File: config.mk
export PLATFORM = sky130hd
export DESIGN_NAME = calc_controller
export DESIGN_NICKNAME = d
export VERILOG_FILES = /design/src/rtl/calc_pkg.sv /design/src/rtl/Calculator.sv /design/src/rtl/calc_controller.sv
export SDC_FILE = /design/constraint.sdc
export NUM_CORES = 1
export LEC_CHECK = 0
export CAP_MARGIN = 20
export CORE_UTILIZATION = 51
export CTS_CLUSTER_SIZE = 30
export DETAILED_ROUTE_END_ITERATION = 10
export MAX_ROUTING_LAYER = met4
export PLACE_DENSITY = 0.74
export SYNTH_ARGS = -nofsm -noshare
export SYNTH_HDL_FRONTEND = slang
export SYNTH_SLANG_ARGS = --single-unit
File: constraint.sdc
create_clock -name clock -period 8.5 [get_ports clock]
set_input_delay 0.85 -clock clock [delete_from_list [all_inputs] [get_ports clock]]
set_output_delay 0.85 -clock clock [all_outputs]
set_load 0.01 [all_outputs]
File: src/rtl/calc_pkg.sv
// calc_pkg: shared definitions for the calc_controller slice.
//   - Opcode constants understood by the Calculator datapath.
//   - OP_LAST marks the highest legal opcode.
//   - calc_state_t: sequencer states.
//   - op_is_illegal(): flags requests that must not reach the datapath.
package calc_pkg;

  localparam logic [3:0] OP_ADD  = 4'b0000;
  localparam logic [3:0] OP_SUB  = 4'b0001;
  localparam logic [3:0] OP_MUL  = 4'b0010;
  localparam logic [3:0] OP_DIV  = 4'b0011;
  localparam logic [3:0] OP_LAST = OP_DIV;

  typedef enum logic [1:0] {
    IDLE = 2'd0,
    EXEC = 2'd1,
    RESP = 2'd2
  } calc_state_t;

  // An opcode beyond the datapath's range, or a divide by zero, is answered
  // with an error instead of a computed result.
  function automatic logic op_is_illegal(input logic [3:0] op, input logic b_is_zero);
    return (op > OP_LAST) || ((op == OP_DIV) && b_is_zero);
  endfunction

endpackage

File: src/rtl/Calculator.sv
// Calculator: shared combinational unsigned arithmetic datapath.
// Ports:
//   op_select  in  4        opcode (OP_ADD/OP_SUB/OP_MUL/OP_DIV)
//   operand1   in  NBITS    first operand
//   operand2   in  NBITS    second operand
//   resultado  out 2*NBITS  result; SUB wraps modulo 2^(2*NBITS)
module Calculator
  import calc_pkg::*;
#(
  parameter int NBITS = 4
) (
  input  logic [3:0]         op_select,
  input  logic [NBITS-1:0]   operand1,
  input  logic [NBITS-1:0]   operand2,
  output logic [2*NBITS-1:0] resultado
);

  localparam int RW = 2 * NBITS;

  logic [RW-1:0] w_a;
  logic [RW-1:0] w_b;

  assign w_a = {{NBITS{1'b0}}, operand1};
  assign w_b = {{NBITS{1'b0}}, operand2};

  // Arithmetic select; division by zero yields zero (the controller never uses it)
  always_comb begin
    resultado = {RW{1'b0}};
    case (op_select)
      OP_ADD: resultado = w_a + w_b;
      OP_SUB: resultado = w_a - w_b;
      OP_MUL: resultado = w_a * w_b;
      OP_DIV: begin
        if (w_b != {RW{1'b0}}) begin
          resultado = w_a / w_b;
        end else begin
          resultado = {RW{1'b0}};
        end
      end
      default: resultado = {RW{1'b0}};
    endcase
  end

endmodule

File: src/rtl/calc_controller.sv
// calc_controller: two-port round-robin arbiter and sequencer in front of the
// shared Calculator. One request is served at a time; operands are held on the
// datapath for EXEC_CYCLES cycles, then the result is registered and offered
// to the granted port until it is accepted.
// Ports:
//   clock      in  1        rising-edge clock
//   rst_n      in  1        asynchronous active-low reset
//   req_valid  in  2        per-port request valid
//   req_ready  out 2        per-port accept (combinational, IDLE only)
//   req_op     in  8        {op1, op0}
//   req_a      in  2*NBITS  {a1, a0}
//   req_b      in  2*NBITS  {b1, b0}
//   rsp_valid  out 2        one-hot response valid
//   rsp_ready  in  2        per-port response accept
//   rsp_data   out 2*NBITS  result (0 on error)
//   rsp_err    out 1        illegal opcode or divide by zero
//   busy       out 1        high when not IDLE
module calc_controller
  import calc_pkg::*;
#(
  parameter int NBITS       = 4,
  parameter int EXEC_CYCLES = 1
) (
  input  logic               clock,
  input  logic               rst_n,
  input  logic [1:0]         req_valid,
  output logic [1:0]         req_ready,
  input  logic [7:0]         req_op,
  input  logic [2*NBITS-1:0] req_a,
  input  logic [2*NBITS-1:0] req_b,
  output logic [1:0]         rsp_valid,
  input  logic [1:0]         rsp_ready,
  output logic [2*NBITS-1:0] rsp_data,
  output logic               rsp_err,
  output logic               busy
);

  localparam int         RW       = 2 * NBITS;
  localparam logic [3:0] CNT_LOAD = 4'(EXEC_CYCLES - 1);

  calc_state_t       r_state;
  calc_state_t       w_state_nxt;
  logic              r_last_grant;
  logic              r_port;
  logic [3:0]        r_op;
  logic [NBITS-1:0]  r_a;
  logic [NBITS-1:0]  r_b;
  logic [3:0]        r_cnt;
  logic [RW-1:0]     r_rsp_data;
  logic              r_rsp_err;
  logic [1:0]        r_rsp_valid;
  logic              r_busy;

  logic              w_grant;
  logic [1:0]        w_req_ready;
  logic              w_accept;
  logic [3:0]        w_sel_op;
  logic [NBITS-1:0]  w_sel_a;
  logic [NBITS-1:0]  w_sel_b;
  logic [RW-1:0]     w_resultado;
  logic [3:0]        w_cnt_nxt;
  logic [RW-1:0]     w_data_nxt;
  logic              w_err_nxt;
  logic              w_port_nxt;
  logic [1:0]        w_valid_nxt;

  // Round robin: a lone requester always wins; on a tie the port not served last wins
  always_comb begin
    w_grant = 1'b0;
    if (req_valid == 2'b11) begin
      w_grant = ~r_last_grant;
    end else if (req_valid[1]) begin
      w_grant = 1'b1;
    end else begin
      w_grant = 1'b0;
    end
  end

  assign w_req_ready = ((r_state == IDLE) && req_valid[w_grant]) ? (2'b01 << w_grant) : 2'b00;
  assign w_accept    = |w_req_ready;
  assign req_ready   = w_req_ready;

  assign w_sel_op = w_grant ? req_op[7:4] : req_op[3:0];
  assign w_sel_a  = w_grant ? req_a[RW-1:NBITS] : req_a[NBITS-1:0];
  assign w_sel_b  = w_grant ? req_b[RW-1:NBITS] : req_b[NBITS-1:0];

  // Latched operands, not the live request bus, feed the datapath so they stay stable in EXEC
  Calculator #(.NBITS(NBITS)) u_calc (
    .op_select (r_op),
    .operand1  (r_a),
    .operand2  (r_b),
    .resultado (w_resultado)
  );

  // Next-state, counter and response values of the sequencer
  always_comb begin
    w_state_nxt = r_state;
    w_cnt_nxt   = r_cnt;
    w_data_nxt  = r_rsp_data;
    w_err_nxt   = r_rsp_err;
    w_port_nxt  = r_port;
    case (r_state)
      IDLE: begin
        if (w_accept) begin
          w_port_nxt = w_grant;
          if (op_is_illegal(w_sel_op, (w_sel_b == {NBITS{1'b0}}))) begin
            // Illegal requests skip the datapath entirely
            w_state_nxt = RESP;
            w_data_nxt  = {RW{1'b0}};
            w_err_nxt   = 1'b1;
          end else begin
            w_state_nxt = EXEC;
            w_cnt_nxt   = CNT_LOAD;
          end
        end else begin
          w_state_nxt = IDLE;
        end
      end
      EXEC: begin
        if (r_cnt == 4'd0) begin
          w_state_nxt = RESP;
          w_data_nxt  = w_resultado;
          w_err_nxt   = 1'b0;
        end else begin
          w_cnt_nxt = r_cnt - 4'd1;
        end
      end
      RESP: begin
        // Only the granted port's acceptance matters
        if (rsp_ready[r_port]) begin
          w_state_nxt = IDLE;
        end else begin
          w_state_nxt = RESP;
        end
      end
      default: begin
        w_state_nxt = IDLE;
      end
    endcase
  end

  // Output flags are precomputed from the next state so they come straight from flops
  always_comb begin
    w_valid_nxt = 2'b00;
    if (w_state_nxt == RESP) begin
      w_valid_nxt = w_port_nxt ? 2'b10 : 2'b01;
    end else begin
      w_valid_nxt = 2'b00;
    end
  end

  // State register
  always_ff @(posedge clock or negedge rst_n) begin
    if (!rst_n) begin
      r_state <= IDLE;
    end else begin
      r_state <= w_state_nxt;
    end
  end

  // Request latch, counter and registered response outputs
  always_ff @(posedge clock or negedge rst_n) begin
    if (!rst_n) begin
      r_last_grant <= 1'b1;
      r_port       <= 1'b0;
      r_op         <= 4'd0;
      r_a          <= {NBITS{1'b0}};
      r_b          <= {NBITS{1'b0}};
      r_cnt        <= 4'd0;
      r_rsp_data   <= {RW{1'b0}};
      r_rsp_err    <= 1'b0;
      r_rsp_valid  <= 2'b00;
      r_busy       <= 1'b0;
    end else begin
      if (w_accept) begin
        r_last_grant <= w_grant;
        r_op         <= w_sel_op;
        r_a          <= w_sel_a;
        r_b          <= w_sel_b;
      end
      r_port      <= w_port_nxt;
      r_cnt       <= w_cnt_nxt;
      r_rsp_data  <= w_data_nxt;
      r_rsp_err   <= w_err_nxt;
      r_rsp_valid <= w_valid_nxt;
      r_busy      <= (w_state_nxt != IDLE);
    end
  end

  assign rsp_valid = r_rsp_valid;
  assign rsp_data  = r_rsp_data;
  assign rsp_err   = r_rsp_err;
  assign busy      = r_busy;

endmodule

==> results.py <==
metrics = {
    "logic_synthesis": {
        "postSynthCellCount": 394,
        "syn_area_mm2": 0.00343,
        "synth_seq_area_share_pct": 23.4,
        "ys_seq_elements": 32,
        "yosysTopAreaCellShare_pct": 22.6,
        "yosys-top-cells-area": "dfrtp_1 23%, ha_1 19%, o21ai_0 4.8%, mux2i_1 4.1%, nand2_1 4.0%",
        "syn_area_per_cell_um2": 8.71,
        "synth.most_common_cell": "ha_1",
        "async_reset_ff_share_pct": 100,
        "ys_types": 62,
        "synth_area_leader_cell": "dfrtp_1",
        "synth_common_cells": "51 x ha_1, 37 x nand2_1, 34 x inv_1",
        "ys_warn_count": 0,
        "synth-edff-count": 0,
        "synth-main-ff-cell": "dfrtp_1",
    },
    "run": {
        "maxCapViolCount": 0,
    },
    "floorplan": {
        "start_util_pct": 53.5,
        "io_pins": 44,
        "dieWidth_um": 84.1,
        "core_area_mm2": 0.00642,
        "die_y_um": 84.1,
        "die_area_mm2": 0.00706,
        "rows": 29,
    },
    "routing": {
        "drt_iter0_markers": 127,
        "via_per_inst": 5.91,
        "via_count": 3178,
        "drc_errors": 0,
        "wire_per_inst_um": 16.4,
        "dr.pass1.iters": 4,
        "ant_nets": 0,
        "finalWirelength_um": 8840,
    },
    "worst_setup_path": {
        "cpPeakStageDelay_ns": 0.43,
        "path_class": "flop to flop",
        "crit_top_cell": "ha_1",
        "path_max_fanout": 7,
        "worstSetupEndpointType": "flop",
        "cp.arrival_ns": 8.14,
        "cp_slowest_cell": "or3_4",
        "cp.required_ns": 8.67,
        "crit_path_start_kind": "flop",
        "r2r_cells": 40,
    },
    "final_layout": {
        "finalNonFillerCells": 538,
        "antenna_cells": 0,
        "area_delta_synth_final_pct": 23.6,
        "final_layout_size_suffix_gt1_share_pct": 12.6,
        "nFillCells": 522,
        "final_area_mm2": 0.00424,
        "num-nets-final": 547,
        "final_core_util_pct": 66.1,
    },
    "min_path": {
        "whs_path_depth": 2,
        "worstHoldPathType": "flop to flop",
    },
    "sta": {
        "fin_tns_setup_ns": 0,
        "finClkSkew_ns": 0.00601,
        "fin_crit_sh_pct": 93.8,
        "fmaxAchievable_mhz": 125,
        "slew_viol_final": 0,
        "relSlewSlack_pct": 45.8,
        "worst_pin_slew_ns": 0.814,
        "post-route-min-period_ns": 7.97,
        "setup_viol": 0,
        "hold_violations": 0,
    },
    "global_routing": {
        "first_global_vias": 3216,
        "gr-max-usage-layer": "met2",
        "grt_use_met3_pct": 3.46,
        "grt_pass1_wl_um": 14600,
        "grt_overflow": 0,
        "use_met1_pct": 32.3,
        "grt_usage_pct": 26.7,
        "grt_max_degree": 33,
        "antenna_found_initial": 0,
        "use_met2_pct": 43.7,
    },
    "cts": {
        "cts_max_path_buffers": 2,
        "cts_hold_buf": 0,
        "clkTransAtPathRegs_ns": 0.07,
        "htree_levels": 2,
        "root_buffer": "clkbuf_8",
        "cts_buffers": 5,
        "cts_tree": "done",
        "clk_latency_ns": 0.29,
        "cts.sinks": 32,
    },
    "run_status": {
        "status": "completed",
    },
    "placement": {
        "dpl-instance-area_mm2": 0.00402,
        "io_buffer_count": 43,
        "dpl.cell_count": 521,
        "place_congestion": 0.903,
        "dpl.hpwl_um": 6850,
    },
}
path summary, 6_finish.rpt:
check / end / slack [ns] / start
max: rsp_data[0]$_DFFE_PN0P_ / 0.53 / r_b[0]$_DFFE_PN0N_
min: rsp_data[5]$_DFFE_PN0P_ / 0.49 / rsp_data[5]$_DFFE_PN0P_
max reg2reg: rsp_data[0]$_DFFE_PN0P_ / 0.53 / r_b[0]$_DFFE_PN0N_
min reg2reg: rsp_data[5]$_DFFE_PN0P_ / 0.49 / rsp_data[5]$_DFFE_PN0P_
max in group asynchronous: r_b[1]$_DFFE_PN0N_ / 7.22 / rst_n
min in group asynchronous: rsp_data[4]$_DFFE_PN0P_ / 0.95 / rst_n
worst max-delay path: cells and delay by family (launching register included):
kind	cells	cell delay [ns]
AOI/OAI and AO/OA	21	3.39
buffers and inverters	2	0.17
DFF	1	0.37
adders and majority gates	6	1.80
and+or+nand+nor	9	1.68
muxes	2	0.43
sequential cells by signal, summed over array words and instances (netlist names):
register	cells
busy	1
r_a	4
r_b	4
r_cnt	4
r_last_grant	1
r_op	4
r_port	1
r_state	2
rsp_data	8
rsp_err	1
rsp_valid	2
timing repair:
item                                    4_1_cts  5_1_grt
endpoints found under the setup margin        1        1
gates resized for setup                       1       13
pin swaps                                     0        3
setup buffers                                 0        9
metal layers:
metal | vias to the layer above | wire, um
met5 | - | 0
met4 | 0 | 381
met3 | 28 | 326
met2 | 87 | 4290
met1 | 1505 | 3840
li1 | 1558 | -
stage by stage:
stage | hold slack (ns) | setup slack [ns]
detailed placement | 0.481 | 0.00562
finish | 0.489 | 0.530
floorplan | 0.464 | 0.551
CTS | 0.490 | 0.0687
global route | 0.531 | -0.0355
global placement | 0.469 | 0.397
final cells by class:
cell class              instances  area [um2]  share of cell area (%)
multi-input cells             323        2520                    59.4
flip-flops and latches         32         803                    18.9
repair buffers                 64         588                    13.9
inverters                      34         128                    3.01
well taps                      77        96.3                    2.27
clock buffers                   6        72.6                    1.71
clock inverters                 2        35.0                   0.825
placed cells by master (no fill, tap or decap), types with 3 or more instances in the layout:
| cell | n |
|---|---|
| or3_1 | 3 |
| a211oi_1 | 3 |
| nor3_1 | 11 |
| xor2_1 | 6 |
| conb_1 | 4 |
| buf_4 | 21 |
| nor2_2 | 3 |
| nand4_1 | 3 |
| fa_1 | 6 |
| nor2_1 | 27 |
| a221oi_1 | 3 |
| a21oi_1 | 17 |
| a21o_1 | 11 |
| nand3b_1 | 3 |
| o21ai_0 | 31 |
| xnor2_1 | 9 |
| ha_1 | 51 |
| mux2i_1 | 12 |
| a222oi_1 | 4 |
| clkdlybuf4s50_1 | 43 |
| nor2b_1 | 3 |
| dfrtp_1 | 30 |
| inv_1 | 34 |
| nand3_1 | 3 |
| nand2_1 | 37 |
| nor4_1 | 5 |
| nand2b_1 | 6 |
| o21a_1 | 10 |
| o22ai_1 | 3 |
| o21ai_1 | 3 |
| clkbuf_8 | 5 |
cell families after synthesis:
kind of cell,synth area share (%)
mux,5.61
fa+ha+maj,22.1
compound gates,22.3
xor+xnor,3.83
other cells,0.109
flops,23.4
buf+inv,4.81
simple gates,17.9
Power is left out: the tool's default activity adds up to more than one toggle a clock period on the data nets, which glitch-free logic cannot reach.
